**src/rtl/board_pkg.sv**
```systemverilog
// Shared types and helpers for the memory-game board responder.
// Card states, engine op codes, default geometry, legality helpers.
package board_pkg;

   localparam int NUM_CARDS_DEF = 16;
   localparam int SYM_W_DEF     = 3;

   typedef enum logic [1:0] {
      C_HIDDEN  = 2'd0,
      C_FACE_UP = 2'd1,
      C_REMOVED = 2'd2
   } card_state_t;

   typedef enum logic [1:0] {
      OP_FLIP   = 2'd0,
      OP_UNFLIP = 2'd1,
      OP_REMOVE = 2'd2
   } op_t;

   function automatic logic op_legal(op_t op, card_state_t st);
      logic ok;
      case (op)
         OP_FLIP:   ok = (st == C_HIDDEN);
         OP_UNFLIP: ok = (st == C_FACE_UP);
         OP_REMOVE: ok = (st == C_FACE_UP);
         default:   ok = 1'b0;
      endcase
      return ok;
   endfunction

   function automatic card_state_t op_result(op_t op);
      card_state_t r;
      case (op)
         OP_FLIP:   r = C_FACE_UP;
         OP_UNFLIP: r = C_HIDDEN;
         default:   r = C_REMOVED;
      endcase
      return r;
   endfunction

endpackage

```
**src/rtl/board_core_resp_anim_timer.sv**
```systemverilog
// anim_timer: clear-to-zero up-counter that stops at CYCLES.
// Ports: clk, reset_n, clr_i (force 0), en_i (count), tc_o (count==CYCLES).
module anim_timer #(
   parameter int CYCLES = 4
) (
   input  logic clk,
   input  logic reset_n,
   input  logic clr_i,
   input  logic en_i,
   output logic tc_o
);

   localparam int W = (CYCLES > 0) ? $clog2(CYCLES + 1) : 1;
   localparam logic [W-1:0] TERM = W'(CYCLES);

   logic [W-1:0] cnt_q, cnt_d;

   assign tc_o = (cnt_q == TERM);

   always_comb begin
      cnt_d = cnt_q;
      if (clr_i)
         cnt_d = '0;
      else if (en_i && !tc_o)
         cnt_d = cnt_q + W'(1);
   end

   always_ff @(posedge clk or negedge reset_n) begin
      if (!reset_n)
         cnt_q <= '0;
      else
         cnt_q <= cnt_d;
   end

endmodule

```
**src/rtl/board_core_resp.sv**
```systemverilog
// board_core_resp: board owner for the memory game; services flip/unflip/remove
// requests with delayed 1-cycle acks, tracks removed cards and sticky errors.
// Ports: deck_load/deck_sym load a board; req_*/act_idx issue ops; *_ack done;
// sel_idx/can_flip_sel cursor query; busy; all_pairs_done; card_state/card_sym
// render buses; err_sticky. BOARD_PAIR_CHECK_EN adds pair_start/idx_a/idx_b ->
// pair_done/pair_match compare responder.
module board_core_resp
   import board_pkg::*;
#(
   parameter int NUM_CARDS   = NUM_CARDS_DEF,
   parameter int SYM_W       = SYM_W_DEF,
   parameter int ANIM_CYCLES = 12_500_000
) (
   input  logic                       clk,
   input  logic                       reset_n,
   input  logic                       deck_load,
   input  logic [NUM_CARDS*SYM_W-1:0] deck_sym,
   input  logic                       req_flip,
   input  logic                       req_unflip,
   input  logic                       req_remove_pair,
   input  logic [3:0]                 act_idx,
   input  logic [3:0]                 sel_idx,
   output logic                       flip_ack,
   output logic                       unflip_ack,
   output logic                       remove_ack,
   output logic                       can_flip_sel,
   output logic                       busy,
   output logic                       all_pairs_done,
   output logic [NUM_CARDS*2-1:0]     card_state,
   output logic [NUM_CARDS*SYM_W-1:0] card_sym,
   output logic                       err_sticky
`ifdef BOARD_PAIR_CHECK_EN
   ,
   input  logic                       pair_start,
   input  logic [3:0]                 idx_a,
   input  logic [3:0]                 idx_b,
   output logic                       pair_done,
   output logic                       pair_match
`endif
);

   localparam logic [1:0] B_IDLE = 2'd0;
   localparam logic [1:0] B_ANIM = 2'd1;
   localparam logic [1:0] B_ACK  = 2'd2;
   localparam logic [4:0] NUM5   = 5'(NUM_CARDS);

   logic [1:0]                 eng_q, eng_d;
   op_t                        op_q, op_d;
   logic [3:0]                 act_q, act_d;
   card_state_t                st_q [NUM_CARDS];
   card_state_t                st_d [NUM_CARDS];
   logic [NUM_CARDS*SYM_W-1:0] sym_q, sym_d;
   logic [4:0]                 cnt_q, cnt_d;
   logic                       err_q, err_d;
   logic                       done_q;

   logic        tc;
   logic        any_req;
   logic [1:0]  nreq;
   card_state_t act_st;
   card_state_t sel_st;
   logic        act_ok;

   anim_timer #(
      .CYCLES (ANIM_CYCLES)
   ) u_timer (
      .clk     (clk),
      .reset_n (reset_n),
      .clr_i   (eng_q == B_IDLE),
      .en_i    (eng_q == B_ANIM),
      .tc_o    (tc)
   );

   assign any_req = req_flip | req_unflip | req_remove_pair;
   assign nreq    = {1'b0, req_flip} + {1'b0, req_unflip}
                  + {1'b0, req_remove_pair};

   always_comb begin
      act_st = C_HIDDEN;
      sel_st = C_REMOVED;
      for (int i = 0; i < NUM_CARDS; i++) begin
         if (act_q == 4'(i))
            act_st = st_q[i];
         if (sel_idx == 4'(i))
            sel_st = st_q[i];
      end
   end

   // Out-of-range slots are never legal but still run the full delay.
   assign act_ok = ({1'b0, act_q} < NUM5) && op_legal(op_q, act_st);

   always_comb begin
      eng_d = eng_q;
      op_d  = op_q;
      act_d = act_q;
      st_d  = st_q;
      sym_d = sym_q;
      cnt_d = cnt_q;
      err_d = err_q;
      unique case (eng_q)
         B_IDLE: begin
            if (deck_load) begin
               sym_d = deck_sym;
               for (int i = 0; i < NUM_CARDS; i++)
                  st_d[i] = C_HIDDEN;
               cnt_d = '0;
               err_d = 1'b0;
            end
            if (any_req) begin
               eng_d = B_ANIM;
               act_d = act_idx;
               priority case (1'b1)
                  req_remove_pair: op_d = OP_REMOVE;
                  req_unflip:      op_d = OP_UNFLIP;
                  default:         op_d = OP_FLIP;
               endcase
               if (nreq > 2'd1)
                  err_d = 1'b1;
            end
         end
         B_ANIM: begin
            if (tc) begin
               eng_d = B_ACK;
               // Slot update lands on the edge the ack rises.
               if (act_ok) begin
                  for (int i = 0; i < NUM_CARDS; i++)
                     if (act_q == 4'(i))
                        st_d[i] = op_result(op_q);
                  if (op_q == OP_REMOVE && cnt_q != NUM5)
                     cnt_d = cnt_q + 5'd1;
               end else begin
                  err_d = 1'b1;
               end
            end
         end
         B_ACK:   eng_d = B_IDLE;
         default: eng_d = B_IDLE;
      endcase
      if (eng_q != B_IDLE && (any_req || deck_load))
         err_d = 1'b1;
   end

   always_ff @(posedge clk or negedge reset_n) begin
      if (!reset_n) begin
         eng_q  <= B_IDLE;
         op_q   <= OP_FLIP;
         act_q  <= '0;
         sym_q  <= '0;
         cnt_q  <= '0;
         err_q  <= 1'b0;
         done_q <= 1'b0;
         for (int i = 0; i < NUM_CARDS; i++)
            st_q[i] <= C_HIDDEN;
      end else begin
         eng_q  <= eng_d;
         op_q   <= op_d;
         act_q  <= act_d;
         sym_q  <= sym_d;
         cnt_q  <= cnt_d;
         err_q  <= err_d;
         done_q <= (cnt_d == NUM5);
         st_q   <= st_d;
      end
   end

   always_comb begin
      card_state = '0;
      for (int i = 0; i < NUM_CARDS; i++)
         card_state[2*i +: 2] = st_q[i];
   end

   assign card_sym       = sym_q;
   assign busy           = (eng_q == B_ANIM);
   assign flip_ack       = (eng_q == B_ACK) && (op_q == OP_FLIP);
   assign unflip_ack     = (eng_q == B_ACK) && (op_q == OP_UNFLIP);
   assign remove_ack     = (eng_q == B_ACK) && (op_q == OP_REMOVE);
   assign all_pairs_done = done_q;
   assign err_sticky     = err_q;
   assign can_flip_sel   = (eng_q == B_IDLE)
                         && ({1'b0, sel_idx} < NUM5)
                         && (sel_st == C_HIDDEN);

`ifdef BOARD_PAIR_CHECK_EN
   localparam logic [1:0] P_IDLE = 2'd0;
   localparam logic [1:0] P_DONE = 2'd1;
   localparam logic [1:0] P_COOL = 2'd2;

   logic [1:0]       pst_q, pst_d;
   logic             pdone_q, pdone_d;
   logic             pmatch_q, pmatch_d;
   logic [SYM_W-1:0] sa, sb;
   card_state_t      sta, stb;
   logic             match_now;

   always_comb begin
      sa  = '0;
      sb  = '0;
      sta = C_HIDDEN;
      stb = C_HIDDEN;
      for (int i = 0; i < NUM_CARDS; i++) begin
         if (idx_a == 4'(i)) begin
            sa  = sym_q[i*SYM_W +: SYM_W];
            sta = st_q[i];
         end
         if (idx_b == 4'(i)) begin
            sb  = sym_q[i*SYM_W +: SYM_W];
            stb = st_q[i];
         end
      end
   end

   assign match_now = (sa == sb) && (idx_a != idx_b)
                    && ({1'b0, idx_a} < NUM5)
                    && ({1'b0, idx_b} < NUM5)
                    && (sta == C_FACE_UP) && (stb == C_FACE_UP);

   // P_COOL swallows the level-held pair_start after the done cycle.
   always_comb begin
      pst_d    = pst_q;
      pdone_d  = 1'b0;
      pmatch_d = 1'b0;
      unique case (pst_q)
         P_IDLE: begin
            if (pair_start) begin
               pst_d    = P_DONE;
               pdone_d  = 1'b1;
               pmatch_d = match_now;
            end
         end
         P_DONE:  pst_d = P_COOL;
         P_COOL:  pst_d = P_IDLE;
         default: pst_d = P_IDLE;
      endcase
   end

   always_ff @(posedge clk or negedge reset_n) begin
      if (!reset_n) begin
         pst_q    <= P_IDLE;
         pdone_q  <= 1'b0;
         pmatch_q <= 1'b0;
      end else begin
         pst_q    <= pst_d;
         pdone_q  <= pdone_d;
         pmatch_q <= pmatch_d;
      end
   end

   assign pair_done  = pdone_q;
   assign pair_match = pmatch_q;
`endif

endmodule

```
**config.mk**
```make
export PLATFORM = sky130hd
export DESIGN_NAME = board_core_resp
export DESIGN_NICKNAME = d
export VERILOG_FILES = /design/src/rtl/board_pkg.sv /design/src/rtl/board_core_resp_anim_timer.sv /design/src/rtl/board_core_resp.sv
export SDC_FILE = /design/constraint.sdc
export NUM_CORES = 1
export LEC_CHECK = 0
export ABC_CLOCK_PERIOD_IN_PS = 2650
export CORE_MARGIN = 2
export CORE_UTILIZATION = 30
export DETAILED_ROUTE_END_ITERATION = 8
export PLACE_DENSITY = 0.52
export SYNTH_ARGS = -nofsm -noshare
export SYNTH_HDL_FRONTEND = slang
export SYNTH_SLANG_ARGS = --single-unit
```
**constraint.sdc**
```tcl
create_clock -name clk -period 2.65 [get_ports clk]
set_input_delay 0.53 -clock clk [delete_from_list [all_inputs] [get_ports clk]]
set_output_delay 0.53 -clock clk [all_outputs]
set_load 0.01 [all_outputs]
```
==> metrics.cfg <==
[synthesis]
synth_top_family_by_area=multiplexers
synthAdderAreaFrac=0.0200
synth-edff-count=0
netlist_instances=558
yosysUniqueCellTypes=78
yosysTopAreaCell=dfrtp_1
syn_area_um2=6260
seq_area_frac_synth=0.475
syn_area_per_cell_um2=11.2
ys_warn_count=0
synth-compound-area-share=0.130
yosys.area.top_type_share=0.475
synthTopCellsByArea=dfrtp_1 (48%), mux2_2 (11%), mux2_4 (3.4%)
ys.flop_type=dfrtp_1
synthSimpleGateAreaFrac=0.152
synthMuxAreaShare=0.173
synthArstFlopShare=1.00
synthXorXnorAreaFrac=0.00839
ys_ff_latch=119
postSynthNetCount=630

[global_route]
grt_overflow=0
antenna_found_initial=0
grt_use_total=0.172
grt_pass1_vias=5574
grt_max_degree=60
grt_pass1_wl_mm=29.9

[clocking]
cts_tree=built
cts_sinks=119
cts_root_buf=clkbuf_16
h-tree-depth=4
clock_latency_ns=0.41
cts_buffer_depth=2
holdBufCountCts=0
path_clk_slew_ns=0.06
cts_made_buffers=17

[timing]
fmax_mhz=336
min_period_ns=2.98
setup_viol_count_final=30
setup_ws_ns=-0.329
rsz0062_at_grt=yes
worstMarginPinSlew_ns=0.679
period_share=1.12
finalMaxSlewViolations=0
tns_ns=-2.97
finalClockSkew_ns=0.00925
hold_violations=0
max_slew_margin=0.546
hold_slack_ns=0.0189

[drt]
vias_per_cell=5.02
ant_nets=0
dr.pass1.iters=5
routedWlPerCell_um=17.7
dr_total_vias=5467
drt-initial-drc-count=309
wirelength_mm=19.3
drc=0

[flow_run]
drv_cap=0

[floorplan]
die_w_um=149
die_area_um2=22100
pin_count=149
core_area_um2=20400
die_h_um=149
row_count=52
start_util=0.308

[final_layout]
syn_to_final_growth_pct=59.6
layout.nets=879
final_cell_count_no_fill=1090
fin_util=0.491
layout-drive-gt1-share=0.366
num_antenna_cells=0

[place]
io_buffers=148
dp.cells=1040
gp_congestion=0.859
dp_hpwl_mm=13.8

[worst_setup_path]
cp-start-kind=flop
rrSetupSlack_ns=-0.16
r2r_cells=11
endpoint_kind=output port
cp_max_fo=2
cp.required_ns=2.12
critPathArrivalTime_ns=2.45
critical_path_class=flop to output port

[power_and_ir_drop]
power.leakage_nw=4.25
p_per_area_nw_per_um2=503
peakVddDrop_uv=367

[outcome]
violations=setup timing
outcome=complete, but fails checks

[min_path]
hold_path_class=input port to async pin

==> through the flow <==
stage,area [µm²],setup slack (ns),total power [mW]
2_1_floorplan,6280,-0.0142,2.10
3_3_place_gp,8700,-1.03,2.39
3_5_place_dp,8700,-1.04,2.40
4_1_cts,9670,-0.365,5.05
5_1_grt,10000,-0.431,5.20
6_report,10000,-0.329,5.03
==> metal layers <==
metal | share of wire | up-vias | GRT usage | wire, µm
li1 | - | 2532 | - | -
met1 | 0.42 | 2743 | 0.214 | 8180
met2 | 0.51 | 162 | 0.297 | 9920
met3 | 0.045 | 30 | 0.0411 | 868
met4 | 0.019 | 0 | 0.0495 | 366
met5 | 0 | - | 0 | 0
==> sequential cells by signal, summed over array words and instances (netlist names) <==
register,cells
act_q,4
all_pairs_done,1
card_state,32
card_sym,48
cnt_q,5
eng_q,2
err_sticky,1
op_q,2
u_timer.cnt_q,24
==> logic make-up (layout without fill, tap and decap cells) <==
family          Yosys count  after routing
flops                   119            119
xor+xnor                  6              6
mux                      88             88
simple gates            170            170
fa+ha+maj                10             10
buf+inv                  53            315
compound gates          112            112
==> cells in the final DEF (no fill, tap or decap), types with 5 or more instances in the layout <==
cell	netlist	routed
clkdlybuf4s50_1	0	143
inv_1	20	19
and2_1	5	5
dfrtp_1	119	117
mux2_4	14	27
mux2i_1	6	5
nand4_1	8	8
nor2b_1	6	5
a21oi_1	20	14
buf_12	1	7
mux2_2	60	51
o31ai_1	7	7
bufinv_16	0	5
buf_4	2	90
xor2_1	5	5
nand2_1	34	34
nor3_1	10	8
nor2_4	7	9
ha_1	10	9
clkbuf_16	0	19
nor2_1	35	32
o21ai_0	24	23
buf_6	4	12
nand2b_1	12	11
nand3_1	21	19
o211ai_1	8	8
a211oi_4	0	5
==> worst paths after layout <==
path,startpoint,to
worst max-delay path,card_state[6]$_DFFE_PN0P_,can_flip_sel
worst min-delay path,reset_n,card_state[0]$_DFFE_PN0P_
worst max register to register,act_q[1]$_DFFE_PN0P_,card_state[1]$_DFFE_PN0P_
worst min register to register,u_timer.cnt_q[12]$_DFFE_PN0P_,u_timer.cnt_q[12]$_DFFE_PN0P_
max in group asynchronous,reset_n,cnt_q[4]$_DFF_PN0_
min in group clk,u_timer.cnt_q[12]$_DFFE_PN0P_,u_timer.cnt_q[12]$_DFFE_PN0P_
==> worst max-delay path, cell delays in order (launching register included) <==
cell	delay, ns
dfrtp_1	0.41
mux4_2	0.48
nor2b_4	0.14
a22oi_2	0.15
nor3_2	0.07
a211oi_2	0.19
a32oi_1	0.11
a31o_2	0.23
a21oi_2	0.11
buf_2	0.14
==> synth_stat cells (3+ instances only) <==
cell type / instances
o31a_1: 4
and2_1: 5
clkbuf_1: 15
nor3b_1: 5
buf_6: 4
a211oi_2: 4
o21ai_0: 24
mux4_2: 4
nor4_1: 4
nor2_1: 35
mux2_4: 14
o211ai_1: 8
nand4_1: 8
nand3b_1: 3
ha_1: 10
nor3_1: 10
mux2_2: 60
inv_1: 20
nor2b_1: 6
dfrtp_1: 119
nand2b_1: 12
buf_1: 4
buf_2: 5
mux2i_1: 6
mux2_1: 4
nand3_1: 21
a211oi_1: 4
o31ai_1: 7
o22ai_1: 5
a31o_2: 3
nand2_1: 34
xor2_1: 5
and3_1: 4
a21oi_1: 20
nor2_4: 7
==> area by class of cell <==
class | instances | area, µm²
clock buffers | 19 | 443
clock inverters | 13 | 218
fillers | 1814 | 10400
inverters | 22 | 82.6
multi-input cells | 386 | 3430
flip-flops and latches | 119 | 2980
well taps | 270 | 338
repair buffers | 261 | 2510
==> power by group <==
part | internal [mW] | switching, mW | leakage, nW
Sequential | 1.86 | 0.0286 | 1.53
Combinational | 0.306 | 0.241 | 2.41
Clock | 1.71 | 0.885 | 0.315
==> what timing repair did <==
item	in CTS	in global routing
resized for setup	55	49
pin swaps	26	27
setup buffers	8	8
gates cloned	1	1
endpoints found under the setup margin	36	45
Note: power is estimated with default switching activity, not from simulation.
==> RTL edit, RTL diff (same flow settings) <==
Add a define of `BOARD_PAIR_CHECK_EN`.
--- a/src/rtl/board_core_resp.sv
+++ b/src/rtl/board_core_resp.sv
@@ -4,6 +4,8 @@
 // sel_idx/can_flip_sel cursor query; busy; all_pairs_done; card_state/card_sym
 // render buses; err_sticky. BOARD_PAIR_CHECK_EN adds pair_start/idx_a/idx_b ->
 // pair_done/pair_match compare responder.
+`define BOARD_PAIR_CHECK_EN
+
 module board_core_resp
    import board_pkg::*;
 #(
Interface: changed (5 added); port bits go from 149 to 160. No check against the original RTL was run, so the function may have changed too.
==> RTL edit against the unedited design <==
The flow finishes with violations (DRC, setup timing). Final cell count grew 36%. Wire length grew 47%. Critical path type unchanged. Via count grew 42%. Global-route usage grew 3.0 points. Sequential share of layout area shrank 4.8 points. Combinational power grew 58%. Worst setup slack gained 0.034 ns. Synthesized cell count grew 48%. Synthesized area grew 28%. Sequential cell count grew 4. Largest cell class unchanged. Hold slack gained 0.16 ns. Power grew 9.8%. Cell area grew 23%.
==> RTL edit: results (changes against the unedited design) <==
- Status: finished with violations (unchanged)
- Failing checks: DRC, setup timing (was setup timing)
- Met1 usage: 0.2844 (was 0.2139)
- Post-CTS setup repair buffer count: 10 (was 8)
- DRC: 9 (was 0)
- Final Setup Violations: 32 (was 30)
- # resized after CTS: 64 (was 55)
- Origin of the critical flop-to-flop path: act_q[0] (was act_q[1])
- Final #Nets: 1214 (was 879)
- Drt wl/cell: 19.16 µm (was 17.74 µm)
- M1 WL: 13280 µm (was 8180 µm)
- Syn_nets: 906 (was 630)
- 1st-iter DRT viols: 551 (was 309)
- TritonRoute pass-1 iters: 8 (was 5)
- Area of placed instances: 0.01110 mm² (was 0.008705 mm²)
- Routed length on met2: 13490 µm (was 9922 µm)
- Detailed placement HPWL: 20830 µm (was 13760 µm)
- Synth top area cells: dfrtp_1 (39%), mux2_2 (8.9%), mux4_2 (4.2%) (was dfrtp_1 (48%), mux2_2 (11%), mux2_4 (3.4%))
- Via density: 5.236 (was 5.016)
- Synth cell types: 79 (was 78)
- Register area: 0.003082 mm² (was 0.002980 mm²)
- CP Launch Point: card_state[0] (was card_state[6])
- Met2 Track Usage GR: 0.3217 (was 0.2975)
- Crit-path max FO: 3 (was 2)
- Worst-Margin Slew: 0.7375 ns (was 0.6786 ns)
- Leak: 0.005247 µW (was 0.004255 µW)
- Worst Path Arrival: 2.42 ns (was 2.45 ns)
- Final GP Congestion: 0.8723 (was 0.8592)
- DR WL met3: 1282 µm (was 868 µm)
- Ratio of cells with drive above 1 in the final layout: 0.3226 (was 0.3659)
- Post-synth top cells: dfrtp_1 (123), nand2_1 (87), mux2_2 (63) (was dfrtp_1 (119), mux2_2 (60), nor2_1 (35))
- Max Clock Skew: 0.009642 ns (was 0.009252 ns)
- Final worst slack: -0.2954 ns (was -0.3293 ns)
- Reg2Reg Capture Point: card_state[10] (was card_state[1])
- Maximum vdd drop: 0.2890 mV (was 0.3668 mV)
- Hold slack: 0.1764 ns (was 0.01889 ns)
- Final Instance Count excl. Fillers: 1482 (was 1090)
- IO buf count: 159 (was 148)
- Post-synthesis sequential area ratio: 0.3852 (was 0.4753)
- Sum Neg Setup Slack: -6.397 ns (was -2.971 ns)
- GR Util All Layers: 0.2022 (was 0.1719)
## RTL edit: changes by cell type in the layout (fill, tap and decap cells not counted), sizes merged, moves of 12 or more
cell	change
buf	+73
nand2	+53
a21oi	+35
mux2i	+19
nor2b	+18
o21ai	+16
nor2	+12
## RTL edit: cells by family after synthesis
kind of cell	share of synthesized area
XOR/XNOR	0.01206
AND/OR/NAND/NOR	0.1791
AO/OA/AOI/OAI	0.1743
flip-flops	0.3852
adder cells (fa/ha/maj)	0.01409
buffers and inverters	0.04572
multiplexers	0.1896
## RTL edit: layout make-up
class | instances | area share
tap | 335 | 0.03405
clock inverter | 6 | 0.01260
multi-input combinational | 621 | 0.4029
clock buffer | 26 | 0.04137
inverter | 29 | 0.008842
sequential | 123 | 0.2503
timing repair buffer | 342 | 0.2499
## RTL edit: report_power, final
| group | internal (µW) | switching, µW |
|---|---|---|
| combinational | 462 | 404 |
| clock | 1800 | 859 |
| sequential | 1930 | 69.6 |
